--- src/rtl/line_span_sprite.sv ---
// line_span_sprite: Bresenham line drawn as per-row [lo,hi] spans, walked one video line ahead.
// Build option LINE_SPAN_WIDEN_EN adds a half-intensity one-pixel fringe at both span ends.
//
// state | meaning
// IDLE  | no line latched since reset
// WALK  | stepping the line, recording x of points on the target row
// HOLD  | point has reached the row after the target; waiting for line end
// DONE  | final endpoint recorded; nothing more to draw this frame
module line_span_sprite #(
  parameter logic [23:0] COLOR   = 24'hFF_FF_FF,
  parameter int          H_WIDTH = 11,
  parameter int          V_WIDTH = 10,
  parameter int          H_TOTAL = 1650,
  parameter int          V_TOTAL = 750
) (
  input  logic               clk_in,
  input  logic               rst_in,
  input  logic [H_WIDTH-1:0] hcount_in,
  input  logic [V_WIDTH-1:0] vcount_in,
  input  logic [H_WIDTH-1:0] x1_in,
  input  logic [V_WIDTH-1:0] y1_in,
  input  logic [H_WIDTH-1:0] x2_in,
  input  logic [V_WIDTH-1:0] y2_in,
  output logic [7:0]         red_out,
  output logic [7:0]         green_out,
  output logic [7:0]         blue_out,
  output logic               overrun_out
);

  localparam int W = ((H_WIDTH > V_WIDTH) ? H_WIDTH : V_WIDTH) + 2;

  typedef enum logic [1:0] {IDLE, WALK, HOLD, DONE} state_t;

  state_t state, state_nxt;

  logic signed [W-1:0] px, py, xb, yb, dx, dy, err, tgt;
  logic signed [W-1:0] px_n, py_n, xb_n, yb_n, dx_n, dy_n, err_n, tgt_n;
  logic                sx_neg, sx_neg_n;
  logic [H_WIDTH-1:0]  cur_lo, cur_hi, nxt_lo, nxt_hi;
  logic [H_WIDTH-1:0]  cur_lo_n, cur_hi_n, nxt_lo_n, nxt_hi_n;
  logic                cur_ok, nxt_ok, cur_ok_n, nxt_ok_n;
  logic                overrun_n;

  logic le, fl;
  assign le = (hcount_in == H_WIDTH'(H_TOTAL - 1));
  assign fl = le && (vcount_in == V_WIDTH'(V_TOTAL - 2));

  // Endpoint ordering so the walk always runs downward.
  logic                swap;
  logic signed [W-1:0] xa_s, ya_s, xb_s, yb_s;
  assign swap = (y1_in > y2_in);
  assign xa_s = $signed(W'(swap ? x2_in : x1_in));
  assign ya_s = $signed(W'(swap ? y2_in : y1_in));
  assign xb_s = $signed(W'(swap ? x1_in : x2_in));
  assign yb_s = $signed(W'(swap ? y1_in : y2_in));

  logic signed [W:0]   e2;
  logic                step_x, step_y, at_tgt, at_end;
  logic signed [W-1:0] px_s, py_s, err_s;

  assign e2     = $signed({err, 1'b0});
  assign step_x = (e2 >= dy);
  assign step_y = (e2 <= dx);
  assign at_tgt = (py == tgt);
  assign at_end = (px == xb) && (py == yb);
  assign err_s  = err + (step_x ? dy : '0) + (step_y ? dx : '0);
  assign px_s   = step_x ? (sx_neg ? px - W'(1) : px + W'(1)) : px;
  assign py_s   = step_y ? py + W'(1) : py;

  always_ff @(posedge clk_in or posedge rst_in) begin
    if (rst_in) begin
      state <= IDLE;
    end else begin
      state <= state_nxt;
    end
  end

  always_comb begin
    state_nxt = state;
    px_n      = px;
    py_n      = py;
    xb_n      = xb;
    yb_n      = yb;
    dx_n      = dx;
    dy_n      = dy;
    err_n     = err;
    tgt_n     = tgt;
    sx_neg_n  = sx_neg;
    cur_lo_n  = cur_lo;
    cur_hi_n  = cur_hi;
    cur_ok_n  = cur_ok;
    nxt_lo_n  = nxt_lo;
    nxt_hi_n  = nxt_hi;
    nxt_ok_n  = nxt_ok;
    overrun_n = overrun_out;

    if (fl) begin
      cur_lo_n  = nxt_lo;
      cur_hi_n  = nxt_hi;
      cur_ok_n  = nxt_ok;
      nxt_ok_n  = 1'b0;
      px_n      = xa_s;
      py_n      = ya_s;
      xb_n      = xb_s;
      yb_n      = yb_s;
      dx_n      = (xb_s >= xa_s) ? xb_s - xa_s : xa_s - xb_s;
      dy_n      = ya_s - yb_s;
      err_n     = ((xb_s >= xa_s) ? xb_s - xa_s : xa_s - xb_s) + (ya_s - yb_s);
      sx_neg_n  = (xb_s < xa_s);
      // The first row filled after the latch is row 0 of the next frame.
      tgt_n     = '0;
      state_nxt = WALK;
    end else if (le) begin
      cur_lo_n = nxt_lo;
      cur_hi_n = nxt_hi;
      cur_ok_n = nxt_ok;
      nxt_ok_n = 1'b0;
      tgt_n    = tgt + W'(1);
      case (state)
        HOLD: state_nxt = WALK;
        WALK: if (py <= tgt) overrun_n = 1'b1;
        default: ;
      endcase
    end else if (state == WALK) begin
      if (py > tgt) begin
        state_nxt = HOLD;
      end else begin
        if (at_tgt) begin
          if (!nxt_ok) begin
            nxt_lo_n = px[H_WIDTH-1:0];
            nxt_hi_n = px[H_WIDTH-1:0];
            nxt_ok_n = 1'b1;
          end else if (sx_neg) begin
            nxt_lo_n = px[H_WIDTH-1:0];
          end else begin
            nxt_hi_n = px[H_WIDTH-1:0];
          end
        end
        if (at_end) begin
          state_nxt = DONE;
        end else begin
          px_n  = px_s;
          py_n  = py_s;
          err_n = err_s;
          if (py_s == tgt + W'(1)) state_nxt = HOLD;
        end
      end
    end
  end

  always_ff @(posedge clk_in or posedge rst_in) begin
    if (rst_in) begin
      px          <= '0;
      py          <= '0;
      xb          <= '0;
      yb          <= '0;
      dx          <= '0;
      dy          <= '0;
      err         <= '0;
      tgt         <= '0;
      sx_neg      <= 1'b0;
      cur_lo      <= '0;
      cur_hi      <= '0;
      cur_ok      <= 1'b0;
      nxt_lo      <= '0;
      nxt_hi      <= '0;
      nxt_ok      <= 1'b0;
      overrun_out <= 1'b0;
    end else begin
      px          <= px_n;
      py          <= py_n;
      xb          <= xb_n;
      yb          <= yb_n;
      dx          <= dx_n;
      dy          <= dy_n;
      err         <= err_n;
      tgt         <= tgt_n;
      sx_neg      <= sx_neg_n;
      cur_lo      <= cur_lo_n;
      cur_hi      <= cur_hi_n;
      cur_ok      <= cur_ok_n;
      nxt_lo      <= nxt_lo_n;
      nxt_hi      <= nxt_hi_n;
      nxt_ok      <= nxt_ok_n;
      overrun_out <= overrun_n;
    end
  end

  logic [23:0] pix;
  logic        in_core;
  assign in_core = cur_ok && (hcount_in >= cur_lo) && (hcount_in <= cur_hi);

`ifdef LINE_SPAN_WIDEN_EN
  logic [H_WIDTH-1:0] lo_w, hi_w;
  logic               in_fringe;
  assign lo_w      = (cur_lo == '0) ? cur_lo : cur_lo - H_WIDTH'(1);
  assign hi_w      = (cur_hi == '1) ? cur_hi : cur_hi + H_WIDTH'(1);
  assign in_fringe = cur_ok && !in_core && (hcount_in >= lo_w) && (hcount_in <= hi_w);

  always_comb begin
    pix = '0;
    if (in_core) begin
      pix = COLOR;
    end else if (in_fringe) begin
      pix = {1'b0, COLOR[23:17], 1'b0, COLOR[15:9], 1'b0, COLOR[7:1]};
    end
  end
`else
  assign pix = in_core ? COLOR : 24'h0;
`endif

  assign red_out   = pix[23:16];
  assign green_out = pix[15:8];
  assign blue_out  = pix[7:0];

endmodule

--- config.mk ---
export PLATFORM = sky130hd
export DESIGN_NAME = line_span_sprite
export DESIGN_NICKNAME = d
export VERILOG_FILES = /design/src/rtl/line_span_sprite.sv
export SDC_FILE = /design/constraint.sdc
export NUM_CORES = 1
export LEC_CHECK = 0
export ABC_AREA = 1
export ABC_CLOCK_PERIOD_IN_PS = 7600
export BUFFER_PORTS_ARGS = -buffer_cell sky130_fd_sc_hd__buf_2
export CORE_ASPECT_RATIO = 0.8
export CORE_MARGIN = 4
export CORE_UTILIZATION = 45
export CTS_BUF_LIST = sky130_fd_sc_hd__clkbuf_16
export CTS_CLUSTER_SIZE = 12
export DETAILED_ROUTE_END_ITERATION = 10
export SLEW_MARGIN = 20
export SYNTH_ARGS = -nofsm -noshare
export SYNTH_HDL_FRONTEND = slang
export SYNTH_SLANG_ARGS = --single-unit
--- constraint.sdc ---
create_clock -name clk_in -period 7.6 [get_ports clk_in]
set_input_delay 1.52 -clock clk_in [delete_from_list [all_inputs] [get_ports clk_in]]
set_output_delay 1.52 -clock clk_in [all_outputs]
set_load 0.01 [all_outputs]
# Word-level counts from Yosys, hierarchy flattened
# Index checks and enable logic that the tools add are counted.
# W data, S select, Z words.
# word_totals
register_bits	152
in_bits	65
out_inout_bits	25
wordCells	121
# op_classes
n_addsub	10
magnitude_cmp	9
n_eq_ne	15
muxes	50
bitwise_logic	3
n_reduce_logical	17
# op_table
op	count
$mux W13	23
$mux W11	10
$eq A13 B13 Y1	4
$add A13 B2 Y13 const B	3
$add A13 B13 Y13	2
$mux W24	1
$sub A11 B11 Y12	2
$ge A11 B11 Y1	2
$mux W10	2
$ge A14 B11 Y1	1
$le A14 B13 Y1	1
$mux W2	7
$add A13 B11 Y13	1
$gt A13 B13 Y1	1
$le A13 B13 Y1	1
$sub A13 B2 Y13 const B	1
$reduce_and A6 Y1	2
$eq A11 B11 Y1 const B	1
$le A11 B11 Y1	1
$lt A11 B11 Y1	1
$sub A10 B10 Y11	1
$eq A10 B10 Y1 const B	1
$gt A10 B10 Y1	1
$ne A2 B2 Y1 const B	4
14 further kinds	30

# Longest topological paths before layout
# depth
word_depth	9
mapped_depth	40
ltp_nobuf	37

# Worst setup path after synthesis
# OpenSTA, ideal clock, no wires.
# synth_path
path_kind	input to register
startpoint	input port y2_in[9]
endpoint	register err[11]
setup_time_ns	0.082
arrival_ns	5.401
required_time_ns	7.518
path_slack_ns	2.117
cell_stages	37
n_path_buf	3
cell_sequence	inv_1 > ha_1 > nand2_2 > nor2_2 > nand4_1 > nand3_2 > nand2_4 > buf_6 > buf_6 > nand2_2 > nand3_2 > ha_1 > inv_1 > nand2_1 > nand2_1 > nand2_2 > nand2_1 > nand4_4 > inv_2 > buf_6 > nand2_2 > and2_1 > ha_1 > nand2_1 > o21ai_0 > nand2_1 > nand2_1 > nand2_1 > nand2_1 > nand2_1 > nand2_1 > nand2_1 > nand2_1 > a21oi_1 > a21oi_1 > o21ai_0 > a31oi_1
# synth_between
elab_chain_len	6
word_cells_on_any_way	12
classes_between	add/sub (4); order compare (2); mux (6)
# synth_lines
item	line_no	rtl
start, declared	23	input logic [V_WIDTH-1:0] y2_in,
$gt A10 B10 Y1	51	assign swap = (y1_in > y2_in);
$mux W11 (on tied branches)	52, 54	
$sub A11 B11 Y12 or $ge A11 B11 Y1 (tied branches)	108	err_n = ((xb_s >= xa_s) ? xb_s - xa_s : xa_s - xb_s) + (ya_s - yb_s);
$mux W13	108	
$add A13 B11 Y13 (*)	108	
$mux W13 (*)	97	if (fl) begin
end signal, assigned	176	err <= err_n;
end, declared	36	logic signed [W-1:0] px, py, xb, yb, dx, dy, err, tgt;
# Every way passes the cells marked *; elsewhere a longest branch is shown, timed or not.
# A chain may end at the register's enable or synchronous reset.

# Worst setup path in the final report
# layout_path
startpoint	input port y2_in[8]
endpoint	register err[11]
# The elaborated chain is that of the path after synthesis.

==> out/metrics.cfg <==
[min_path]
min-delay-start = state[1]$_DFFE_PP0P_
whs_path_depth = 2
hold_class = register to register
min_to = state[1]$_DFFE_PP0P_

[power]
ir_drop_uv = 165.0
power_mw = 2.484
p_leak_nw = 7.767
power_density_nw_per_um2 = 174.0

[floorplan]
initial_core_util_pct = 46.07
pin_count = 90
fp.dieH_um = 160.8
rows = 55
chipWidth_um = 198.9
core_area_um2 = 28490
die-area_um2 = 31980

[yosys]
synth_cell_type_count = 55
async_flop_share_pct = 100.0
yosysTopAreaCellShare_pct = 27.84
yosysTopAreaCell = dfrtp_1
ys.flop_type = dfrtp_1
ys_seq_elements = 146
syn-num-nets = 2115
synth.area.top_cells = dfrtp_1 28%, nand2_1 17%, ha_1 10%, inv_1 7.4%, o21ai_0 5.6%
synth-edff-count = 0
netlist_instances = 1925
syn_area_um2 = 13130
seq_area_frac_synth_pct = 27.84
yosysWarningCount = 0
syn_area_per_cell_um2 = 6.818

[detailed_routing]
wl_per_cell_um = 17.16
postRouteAntennaNets = 0
drtPass1Iterations = 5
drcViolationCount = 0
vias_per_cell = 5.400
vias = 12712
drt_iter0_markers = 1053
drt-total-wl_mm = 40.39

[final_layout]
drive_above_1_share_pct = 9.481
area_growth_pct = 8.741
nFillCells = 3031
final_nets = 2160

[global_routing]
gr-total-overflow = 0
antenna_found_initial = 1
grt_use_total_pct = 25.62
grt_pass1_vias = 11779
grt_pass1_wl_mm = 64.80
grt_max_degree = 77

[clocking]
clk_latency_ps = 440
ctsLongestPathBuffers = 2
cts_tree = done
numCtsBuffers = 17
htreeDepth = 4
cts_hold_buf = 0
clk_root_buffer_cell = clkbuf_16
cts-resized-gates = 0
clock_sinks = 146
clk_pin_slew_ps = 70
cts_setup_buffers = 0

[setup_path]
r2r_slack_ps = 2250
crit_path_max_fanout = 40
worstPathRequired_ps = 7960
setup.worst_path.end_class = register
r2r_start = err[12]$_DFFE_PP0P_
arrival_ps = 6610
crit_path_frequent_cell = nand2_1
critPathLaunchType = input pin
slowest_delay_ps = 370
criticalPathCategory = input pin to register
reg2reg_depth = 21
r2r_end = err[9]$_DFFE_PP0P_
slowest_stage = ha_1

[sta]
fmax_ghz = 0.1599
post-route-min-period_ps = 6254
slew_violations = 0
maxSlewHeadroom_pct = 34.07
hold_viol_final = 0
fin_tns_setup_ps = 0
setup_viol = 0
period_share_pct = 82.29
rsz0062_at_grt = no
skew_ps = 8.308
worst_pin_slew_ps = 988.9

[placement]
dp_hpwl_mm = 32.02
gp_congestion = 0.9451
io_buffer_count = 89

[run]
drv_cap = 0

[status]
status = finished clean

==> where the power goes <==
part	internal, mW	total [mW]	leakage (nW)	switching [mW]
Combinational	0.266	0.811	5.71	0.545
Sequential	0.787	0.799	1.76	0.0114
Clock	0.489	0.874	0.300	0.385
==> worst max-delay path by stage <==
stage | start | end | slack [ps] | cells after the start
2_1_floorplan | y2_in[9] | err[11]$_DFFE_PP0P_ | 2120 | 37
3_3_place_gp | y2_in[1] | err[11]$_DFFE_PP0P_ | 1140 | 35
3_5_place_dp | y2_in[8] | err[11]$_DFFE_PP0P_ | 1010 | 35
4_1_cts | y2_in[8] | err[11]$_DFFE_PP0P_ | 1460 | 35
5_1_grt | y2_in[7] | err[11]$_DFFE_PP0P_ | 990 | 35
6_report | y2_in[8] | err[11]$_DFFE_PP0P_ | 1350 | 35
==> cells in the final DEF (no fill, tap or decap), types with 21 or more instances in the layout <==
| cell | instances |
|---|---|
| ha_1 | 110 |
| nor3_1 | 21 |
| o21ai_0 | 148 |
| nand3_1 | 121 |
| dfrtp_1 | 146 |
| nor2_1 | 102 |
| nand4_1 | 35 |
| inv_1 | 260 |
| nand2_1 | 576 |
| buf_2 | 89 |
| a21oi_1 | 74 |
| o21ai_1 | 22 |
| xor2_1 | 40 |
==> flip-flops by register name (all words and copies together) (netlist names) <==
register and count:
sx_neg 1, nxt_lo 11, px 13, dy 11, overrun_out 1, cur_lo 11, xb 11, cur_ok 1
dx 12, nxt_hi 11, err 13, cur_hi 11, yb 10, state 2, tgt 13, nxt_ok 1
py 13
==> per-layer routing <==
metal / global-route usage (%) / vias up / part of all wire, %
li1: - / 6396 / -
met1: 40.50 / 5848 / 50
met2: 35.63 / 423 / 40
met3: 5.705 / 45 / 7.9
met4: 5.003 / 0 / 1.6
met5: 0 / - / 0
==> cell usage after synthesis, types with 7 or more instances <==
cell type / n
nand2_1: 577
inv_1: 258
o21ai_0: 148
dfrtp_1: 146
nand3_1: 121
ha_1: 110
nor2_1: 102
a21oi_1: 75
xor2_1: 40
nand4_1: 35
clkbuf_1: 31
buf_4: 25
o21ai_1: 22
nor3_1: 21
o22ai_1: 20
nand2_2: 19
a31oi_1: 15
and2_1: 15
fa_1: 15
xnor2_1: 15
nor4_1: 13
nand3_2: 11
or2_2: 10
buf_6: 7
==> cell families (layout without fill, tap and decap cells) <==
kind of cell	after synthesis	after routing	share of synthesized area [%]
flops	146	146	27.84
compound gates	327	327	13.98
simple gates	936	936	30.86
xor+xnor	56	56	3.794
fa+ha+maj	125	125	12.77
other cells	0	1	0
buf+inv	335	393	10.75
==> stage by stage <==
step / instance area [µm²] / worst slack, ps / util, % / cells / hold WS, ps
after global placement: 13680 / 1140 / 48.02 / 2321 / 459.6
final: 14270 / 1346 / 50.10 / 2354 / 471.7
after global routing: 14270 / 986.2 / 50.10 / 2354 / 492.4
after CTS: 14270 / 1461 / 50.09 / 2353 / 475.8
after floorplan: 13130 / 2117 / - / 1925 / 441.9
after detailed placement: 13680 / 1009 / 48.03 / 2321 / 453.8
==> layout make-up <==
class	count	area, µm²	share of cell area, %
multi-input cells	1444	8066	56.52
flip-flops and latches	146	3654	25.60
inverters	264	996.0	6.978
repair buffers	97	505.5	3.542
well taps	370	462.9	3.244
clock buffers	17	425.4	2.981
clock inverters	15	160.2	1.122
diodes	1	2.502	0.01753
==> critical path, delay by kind of cell <==
| kind | cells | cell delay [ps] |
|---|---|---|
| AO/OA/AOI/OAI | 5 | 780 |
| AND/OR/NAND/NOR | 23 | 2890 |
| buffers and inverters | 4 | 480 |
| adder cells (fa/ha/maj) | 3 | 920 |
Note: power is estimated with default switching activity, not from simulation.
